--- src/rtl/rx_byte_processor.sv ---
`default_nettype none
// ============================================================================
//  Module   : rx_byte_processor
//  Purpose  : USB host receive byte stage. Checks the PID, runs CRC16 over
//             DATA payloads, counts payload length and re-emits each packet
//             as a tagged stream: PID byte, data bytes, closing status byte.
//  Revision : 1.0 - initial release
// ============================================================================
module rx_byte_processor #(
    parameter int MAX_PKT_BYTES = 1026
) (
    input  logic       clk,
    input  logic       rst_n,
    input  logic [7:0] rxByteIn,
    input  logic [1:0] rxCtrlIn,
    input  logic       rxStrobe,
    output logic [7:0] RXDataOut,
    output logic       RXDataValid,
    output logic [7:0] RXStreamStatusOut,
    output logic       rxPktActive
);

    localparam int              CNT_W     = $clog2(MAX_PKT_BYTES + 1);
    localparam logic [CNT_W-1:0] MAX_CNT  = CNT_W'(MAX_PKT_BYTES);
    localparam logic [CNT_W-1:0] MIN_CNT  = CNT_W'(2);
    localparam logic [15:0]     CRC_INIT  = 16'hFFFF;
    localparam logic [15:0]     CRC_GOOD  = 16'hB001;
    localparam logic [15:0]     CRC_POLY  = 16'hA001;
    localparam logic [7:0]      TAG_DATA  = 8'h01;
    localparam logic [7:0]      TAG_CTRL  = 8'h00;

    typedef enum logic [2:0] {
        S_IDLE     = 3'd0,
        S_WAIT_PID = 3'd1,
        S_DATA     = 3'd2,
        S_HS       = 3'd3,
        S_DROP     = 3'd4,
        S_STATUS   = 3'd5
    } state_t;

    // CRC16 over one byte, LSB first as it travelled on the wire
    function automatic logic [15:0] crc16_byte(input logic [15:0] c, input logic [7:0] b);
        logic [15:0] r;
        logic        fb;
        r = c;
        for (int i = 0; i < 8; i++) begin
            fb = r[0] ^ b[i];
            r  = r >> 1;
            if (fb) begin
                r = r ^ CRC_POLY;
            end
        end
        return r;
    endfunction

    state_t           state,     nxt_state;
    logic [15:0]      crc,       nxt_crc;
    logic [CNT_W-1:0] cnt,       nxt_cnt;
    logic             pid_err,   nxt_pid_err;
    logic             data_seq,  nxt_data_seq;
    logic             ack,       nxt_ack;
    logic             nak,       nxt_nak;
    logic             stall,     nxt_stall;
    logic             overflow,  nxt_overflow;
    logic             bit_stuff, nxt_bit_stuff;
    logic [7:0]       data_out,  nxt_data_out;
    logic             data_vld,  nxt_data_vld;
    logic [7:0]       stream,    nxt_stream;
    logic             active,    nxt_active;
    logic             clear_flags;

    logic             is_data;
    logic             is_sop;
    logic             is_eop;
    logic             is_abort;
    logic             crc_bad;
    logic [7:0]       status_base;

    assign is_data  = rxStrobe && (rxCtrlIn == 2'b00);
    assign is_sop   = rxStrobe && (rxCtrlIn == 2'b01);
    assign is_eop   = rxStrobe && (rxCtrlIn == 2'b10);
    assign is_abort = rxStrobe && (rxCtrlIn == 2'b11);

    // A payload shorter than two bytes cannot even hold its CRC
    assign crc_bad     = (crc != CRC_GOOD) || (cnt < MIN_CNT);
    assign status_base = {pid_err, data_seq, ack, stall, nak, overflow, 2'b00};

    // State, datapath and registered outputs
    always_ff @(posedge clk or negedge rst_n) begin
        if (!rst_n) begin
            state     <= S_IDLE;
            crc       <= CRC_INIT;
            cnt       <= '0;
            pid_err   <= 1'b0;
            data_seq  <= 1'b0;
            ack       <= 1'b0;
            nak       <= 1'b0;
            stall     <= 1'b0;
            overflow  <= 1'b0;
            bit_stuff <= 1'b0;
            data_out  <= 8'h00;
            data_vld  <= 1'b0;
            stream    <= 8'h00;
            active    <= 1'b0;
        end else begin
            state     <= nxt_state;
            crc       <= nxt_crc;
            cnt       <= nxt_cnt;
            pid_err   <= nxt_pid_err;
            data_seq  <= nxt_data_seq;
            ack       <= nxt_ack;
            nak       <= nxt_nak;
            stall     <= nxt_stall;
            overflow  <= nxt_overflow;
            bit_stuff <= nxt_bit_stuff;
            data_out  <= nxt_data_out;
            data_vld  <= nxt_data_vld;
            stream    <= nxt_stream;
            active    <= nxt_active;
        end
    end

    // Next-state, flag update and output selection
    always_comb begin
        nxt_state     = state;
        nxt_crc       = crc;
        nxt_cnt       = cnt;
        nxt_pid_err   = pid_err;
        nxt_data_seq  = data_seq;
        nxt_ack       = ack;
        nxt_nak       = nak;
        nxt_stall     = stall;
        nxt_overflow  = overflow;
        nxt_bit_stuff = bit_stuff;
        nxt_data_out  = 8'h00;
        nxt_data_vld  = 1'b0;
        nxt_stream    = 8'h00;
        nxt_active    = active;
        clear_flags   = 1'b0;

        case (state)
            // STATUS lasts one cycle; a strobe landing here is handled as idle
            S_IDLE, S_STATUS: begin
                if (state == S_STATUS) begin
                    nxt_state  = S_IDLE;
                    nxt_active = 1'b0;
                end
                if (is_sop) begin
                    nxt_state   = S_WAIT_PID;
                    nxt_active  = 1'b1;
                    clear_flags = 1'b1;
                end
            end

            S_WAIT_PID: begin
                if (is_data) begin
                    nxt_data_vld = 1'b1;
                    nxt_data_out = rxByteIn;
                    nxt_stream   = TAG_CTRL;
                    nxt_pid_err  = (rxByteIn[7:4] != ~rxByteIn[3:0]);
                    case (rxByteIn[1:0])
                        2'b11: begin
                            nxt_state    = S_DATA;
                            nxt_crc      = CRC_INIT;
                            nxt_cnt      = '0;
                            nxt_data_seq = rxByteIn[3];
                        end
                        2'b10: begin
                            nxt_state = S_HS;
                            nxt_ack   = (rxByteIn[3:0] == 4'b0010);
                            nxt_nak   = (rxByteIn[3:0] == 4'b1010);
                            nxt_stall = (rxByteIn[3:0] == 4'b1110);
                        end
                        default: begin
                            nxt_state = S_DROP;
                        end
                    endcase
                end else if (is_eop || is_abort) begin
                    nxt_state  = S_IDLE;
                    nxt_active = 1'b0;
                end else if (is_sop) begin
                    clear_flags = 1'b1;
                end
            end

            S_DATA: begin
                if (is_data) begin
                    if (cnt == MAX_CNT) begin
                        nxt_overflow = 1'b1;
                    end else begin
                        nxt_data_vld = 1'b1;
                        nxt_data_out = rxByteIn;
                        nxt_stream   = TAG_DATA;
                        nxt_crc      = crc16_byte(crc, rxByteIn);
                        nxt_cnt      = cnt + CNT_W'(1);
                    end
                end else if (is_eop) begin
                    nxt_state    = S_STATUS;
                    nxt_data_vld = 1'b1;
                    nxt_data_out = status_base | {6'b0, bit_stuff, crc_bad};
                    nxt_stream   = TAG_CTRL;
                end else if (is_abort) begin
                    nxt_state     = S_STATUS;
                    nxt_bit_stuff = 1'b1;
                    nxt_data_vld  = 1'b1;
                    nxt_data_out  = status_base | 8'h02;
                    nxt_stream    = TAG_CTRL;
                end else if (is_sop) begin
                    // Close the interrupted packet, then start the new one
                    nxt_state    = S_WAIT_PID;
                    nxt_data_vld = 1'b1;
                    nxt_data_out = status_base | 8'h02;
                    nxt_stream   = TAG_CTRL;
                    clear_flags  = 1'b1;
                end
            end

            S_HS: begin
                if (is_data) begin
                    nxt_pid_err = 1'b1;
                end else if (is_eop) begin
                    nxt_state    = S_STATUS;
                    nxt_data_vld = 1'b1;
                    nxt_data_out = status_base | {6'b0, bit_stuff, 1'b0};
                    nxt_stream   = TAG_CTRL;
                end else if (is_abort) begin
                    nxt_state     = S_STATUS;
                    nxt_bit_stuff = 1'b1;
                    nxt_data_vld  = 1'b1;
                    nxt_data_out  = status_base | 8'h02;
                    nxt_stream    = TAG_CTRL;
                end else if (is_sop) begin
                    nxt_state    = S_WAIT_PID;
                    nxt_data_vld = 1'b1;
                    nxt_data_out = status_base | 8'h02;
                    nxt_stream   = TAG_CTRL;
                    clear_flags  = 1'b1;
                end
            end

            S_DROP: begin
                if (is_eop || is_abort) begin
                    nxt_state  = S_IDLE;
                    nxt_active = 1'b0;
                end else if (is_sop) begin
                    nxt_state   = S_WAIT_PID;
                    clear_flags = 1'b1;
                end
            end

            default: begin
                nxt_state  = S_IDLE;
                nxt_active = 1'b0;
            end
        endcase

        // Every SOP starts the new packet with a clean flag set
        if (clear_flags) begin
            nxt_pid_err   = 1'b0;
            nxt_data_seq  = 1'b0;
            nxt_ack       = 1'b0;
            nxt_nak       = 1'b0;
            nxt_stall     = 1'b0;
            nxt_overflow  = 1'b0;
            nxt_bit_stuff = 1'b0;
        end
    end

    assign RXDataOut         = data_out;
    assign RXDataValid       = data_vld;
    assign RXStreamStatusOut = stream;
    assign rxPktActive       = active;

endmodule
`default_nettype wire

--- config.mk ---
export PLATFORM = sky130hd
export DESIGN_NAME = rx_byte_processor
export DESIGN_NICKNAME = d
export VERILOG_FILES = /design/src/rtl/rx_byte_processor.sv
export SDC_FILE = /design/constraint.sdc
export NUM_CORES = 1
export LEC_CHECK = 0
export CAP_MARGIN = 15
export CORE_MARGIN = 2
export CORE_UTILIZATION = 56
export CTS_CLUSTER_SIZE = 30
export DETAILED_ROUTE_END_ITERATION = 7
export GPL_ROUTABILITY_DRIVEN = 0
export PLACE_DENSITY = 0.91
export SLEW_MARGIN = 20
export SYNTH_ARGS = -nofsm -noshare
export SYNTH_HDL_FRONTEND = slang
export SYNTH_SLANG_ARGS = --single-unit
--- constraint.sdc ---
create_clock -name clk -period 2.7 [get_ports clk]
set_clock_uncertainty 0.1 [all_clocks]
set_input_delay 0.54 -clock clk [delete_from_list [all_inputs] [get_ports clk]]
set_output_delay 0.54 -clock clk [all_outputs]
set_load 0.05 [all_outputs]
# Yosys cells after proc, flatten, opt, wreduce, memory -nomap -nowiden
# Cells that the tools add are included.
totals:
  latchBits: 0
  out_inout_bits: 18
  reg_bits: 55
  inputBits: 13
  elab_cells: 202
  n_memories: 0
  rom_bits: 0
  ram_bits: 0
op_classes:
  n_reduce_logical: 28
  magnitude_cmp: 1
  bitwise: 20
  add_sub_neg: 1
  n_eq_ne: 28
  mul: 0
  n_div: 0
  shift: 0
  n_mux: 110
ops:
  columns: ["operator", "n"]
  rows:
  - ["16-bit 2-to-1 mux", 33]
  - ["8-bit 2-to-1 mux", 10]
  - ["1-bit 2-to-1 mux", 45]
  - ["11-bit 2-to-1 mux", 4]
  - ["16-bit one-hot mux with 2 select lines", 1]
  - ["3-bit 2-to-1 mux", 9]
  - ["2-bit NOT with 3-bit output", 8]
  - ["8-bit one-hot mux with 3 select lines", 1]
  - ["11-bit one-hot mux with 2 select lines", 1]
  - ["3-bit AND reduction", 6]
  - ["2-bit nonzero test", 9]
  - ["16-bit inequality test (second input constant)", 1]
  - ["8-bit by 2-bit OR with 8-bit output", 2]
  - ["2-bit inequality test (second input constant)", 7]
  - ["3-bit inequality test (second input constant)", 4]
  - ["3-bit one-hot mux with 4 select lines", 1]
  - ["11-bit by 1-bit adder with 11-bit output (second input constant)", 1]
  - ["11-bit == test (second input constant)", 1]
  - ["11-bit by 2-bit < comparator with 1-bit output (second input constant)", 1]
  - ["2-bit == test (second input constant)", 4]
  - ["4-bit == test (second input constant)", 2]
  - ["1-bit one-hot mux with 4 select lines", 2]
  - ["1-bit bitwise XOR", 8]
  - ["3-bit by 2-bit == test with 1-bit output (second input constant)", 2]
  - ["other kinds (19)", 25]

# Depth between registers and ports, before layout
logic_depth:
  ltp_word: 40
  depth_mapped: 9
  depth_no_buf: 7

# Worst setup path after synthesis
# OpenSTA, ideal clock, no wires.
synth_path:
  path_kind: "input to register"
  startpoint: "input rxStrobe"
  endpoint: "register crc[11]"
  path_slack_ns: 0.626
  arrival_ns: 1.888
  path_stages: 9
  required_time_ns: 2.514
  setup_ns: 0.086
  path_cell_list: "buf_2 > and4bb_2 > and2_1 > nand2_4 > inv_2 > or2_1 > buf_6 > buf_12 > a2bb2oi_2"
synth_via:
  elab_chain_len: 3
  word_cells_on_any_way: 4
  classes_between: "2 x eq/ne; 2 x reduce/logical"
synth_rtl:
  columns: ["element", "line_no", "text"]
  rows:
  - ["start, declared", "16", "input logic rxStrobe,"]
  - ["1-bit logical AND (*)", "79", "assign is_data = rxStrobe && (rxCtrlIn == 2'b00);"]
  - ["2-bit inequality test (no source line)", null, null]
  - ["5-bit AND reduction (no source line) (*)", null, null]
  - ["end signal, assigned", "107", "crc <= nxt_crc;"]
  - ["end, declared", "57", "logic [15:0] crc, nxt_crc;"]
# Mark *: on every way between the ends. The rest lies on a longest branch, timed or not.
# A chain may end at the register's enable or synchronous reset.

# Worst setup path in the final report
layout_path:
  startpoint: "input rxStrobe"
  endpoint: "register crc[14]"
# The elaborated chain is that of the path after synthesis.

==> impl_results.md <==
- Status: finished clean
- FFs w/ async S/R, synth: 100%
- Total negative slack: 0 ns
- Met2 Use GR: around 37%
- Reg2Reg Depth: 7
- Number of synthesized flops with an enable pin: 0
- Initial antenna violation count: 0
- Pwr Density: about 960 nW/um^2
- RR Endpoint: crc[14]
- Fraction of layout cells with a size suffix above 1: between 20 and 25%
- Mapped Avg Cell Area: 11.2 sq um
- Die Ht: ~73 microns
- N_diodes: 0
- GRT Overall Usage: a little under a quarter
- #FFs+latches synth: 48
- Hold Crit Class: in -> async
- Count of cell types in the netlist: 52
- WP data arrival: about 2.4 ns
- Critical Path RT: around 2.8 ns
- Via count: 1931
- Clk sinks: 48
- Clk slew on worst S/H paths: roughly 0.09 ns
- Post-CTS Resized: 0
- DRT Pass-1 Iters: 4
- Vias in the first global route: between 1500 and 2000
- Layout area overhead: 13.4%
- DP Wirelength: 3990 microns
- Post-Syn Area: around 2700 sq um
- Die width: around 73 microns
- Register area share after synthesis: around 45%
- Crit end category: flip-flop
- Wire per inst: 17.1 microns
- ANT nets after route: 0
- Grt met3 use: ~4.1%
- Gr ovfl total: 0
- Flop-to-flop setup slack: about 0.58 ns
- Commonest cells after routing, fill and taps aside: dfrtp_1 (32), nor2_1 (27), clkdlybuf4s50_1 (22)
- Synth warn: 0
- Rows: 25
- Setup Fix Bufs, Post-CTS: 0
- Layer with the highest usage: met2
- RSZ-0062 raised after global routing: false
- CTS tree: built
- Core box area: between 4000 and 5000 sq um
- Hold slack: roughly 0.22 ns
- Dpl ws: 0.131 ns
- Kind of critical path: in -> reg
- Longest Clk Path Bufs: 2
- Final Cycle Share: between 80% and 90%
- Count of final max-slew check failures: 0
- Nets: 284
- Die area: about 5400 sq um
- Commonest non-fill, non-tap cell in the layout: dfrtp_1
- DRT iter0 DRCs: between 100 and 150
- Clk_lat worst skew: 0.31 ns
- Synth Instances: between 200 and 250
- Starting density of the core: about 57%
- Hold Buf Count CTS: 0
- FILL cells: between 300 and 400
- Largest net degree at the start of global routing: 49
- DR vias/cell: about 6.0
- Highest achievable clock rate: 441 MHz
- Met1 usage: a little under a third
- Count of final hold-check violations: 0
- Startpoint types: input port
- Slew Limit Headroom: 59.8%
- Ports: 31
- Final setup viols: 0
- H-tree Lvls: 2
- Setup ws final: between 0.4 and 0.5 ns
- Ys flop type: dfrtp_1
- FF-to-FF Start: state[1]
- Post-route DRC: 0
- PortBufs: 23
- Worst slew pin tran: 0.603 ns
- Power, Total: between 2000 and 3000 uW
- Max Cap Viol: 0
- Final min period: approximately 2.3 ns
- Final design utilization: between 60% and 70%
- Peak VDD IR: just under 0.7 mV
- Crit-path max FO: 18
- First-pass GRT wire length: between 9000 and 10000 microns
- Clk root buf: clkbuf_8
- Routed WL: roughly 5500 microns
- CTS Buf Count: 5
- Leakage: about 0.0013 uW
==> power by group <==
part | switching (uW) | internal (uW) | total (uW) | leakage, uW
registers | 209 | 982 | 1190 | 0.000600
clock network | 240 | 209 | 450 | 0.0000488
logic | 602 | 686 | 1290 | 0.000691
total | 1050 | 1880 | 2930 | 0.00134
==> synth_stat cells, drive strengths merged (3+ instances only) <==
master	n	area [sq um]
o21ai	5	28.8
and4	4	35.0
a31oi	4	25.0
nand4	4	40.0
nand2b	3	18.8
inv	3	11.3
a2bb2oi	9	129
o22a	7	61.3
nand2	18	75.1
dfstp	16	420
nor2	27	101
xnor2	24	248
a22o	6	52.6
nor2b	3	18.8
nor4	5	61.3
nor3b	3	22.5
buf	18	136
a21oi	6	30.0
nand3	5	25.0
xor2	11	96.3
dfrtp	32	801
==> per-stage QoR <==
stage,instance area (sq um),std cells
CTS,3050,324
detailed placement,2960,316
global route,3050,324
global placement,2960,316
floorplan,2720,246
finish,3050,324
==> routing by layer <==
metal,part of all wire (%),vias up
li1,-,882
met1,43,962
met2,50,74
met3,4.8,13
met4,2.3,0
met5,0,-
==> layout make-up <==
cell class | count | area [sq um] | share of cell area [%]
Inverter | 3 | 11.3 | 0.369
Multi-Input combinational cell | 175 | 1340 | 43.8
Timing Repair Buffer | 36 | 323 | 10.6
Tap cell | 54 | 67.6 | 2.21
Sequential cell | 48 | 1220 | 40.0
Clock inverter | 1 | 6.26 | 0.205
Clock buffer | 7 | 86.3 | 2.83
==> kinds of logic after synthesis <==
family                     Yosys count  share of synthesized area (%)
and+or+nand+nor                     84                           18.4
DFF                                 48                           45.4
AOI/OAI and AO/OA                   43                           14.2
xor gates and xnor gates            37                           14.5
buffers and inverters               23                           5.76
adders and majority gates            2                          0.929
muxes                                2                          0.744
other                                1                          0.139
==> state kept, by name, summed over array words and instances (netlist names), 3 cells and up <==
name,flops
crc,16
cnt,11
state,3
RXDataOut,8
==> worst max-delay path by stage <==
stage,from,to,slack [ns],cells past startpoint
3_5_place_dp,rxStrobe,crc[13],0.13,8
3_3_place_gp,rxStrobe,crc[14],0.23,8
2_1_floorplan,rxStrobe,crc[11],0.63,9
6_report,rxStrobe,crc[14],0.43,8
5_1_grt,rxStrobe,crc[15],0.35,8
4_1_cts,rxStrobe,crc[13],0.45,8
==> worst max-delay path, stage by stage <==
cell             delay (ns)
clkdlybuf4s50_1        0.47
and4bb_2               0.29
and2_1                 0.22
nand2_4                0.15
inv_2                  0.06
or2_1                  0.23
buf_4                  0.22
o22a_1                 0.22
No activity file was read; power rests on OpenSTA's default activity.
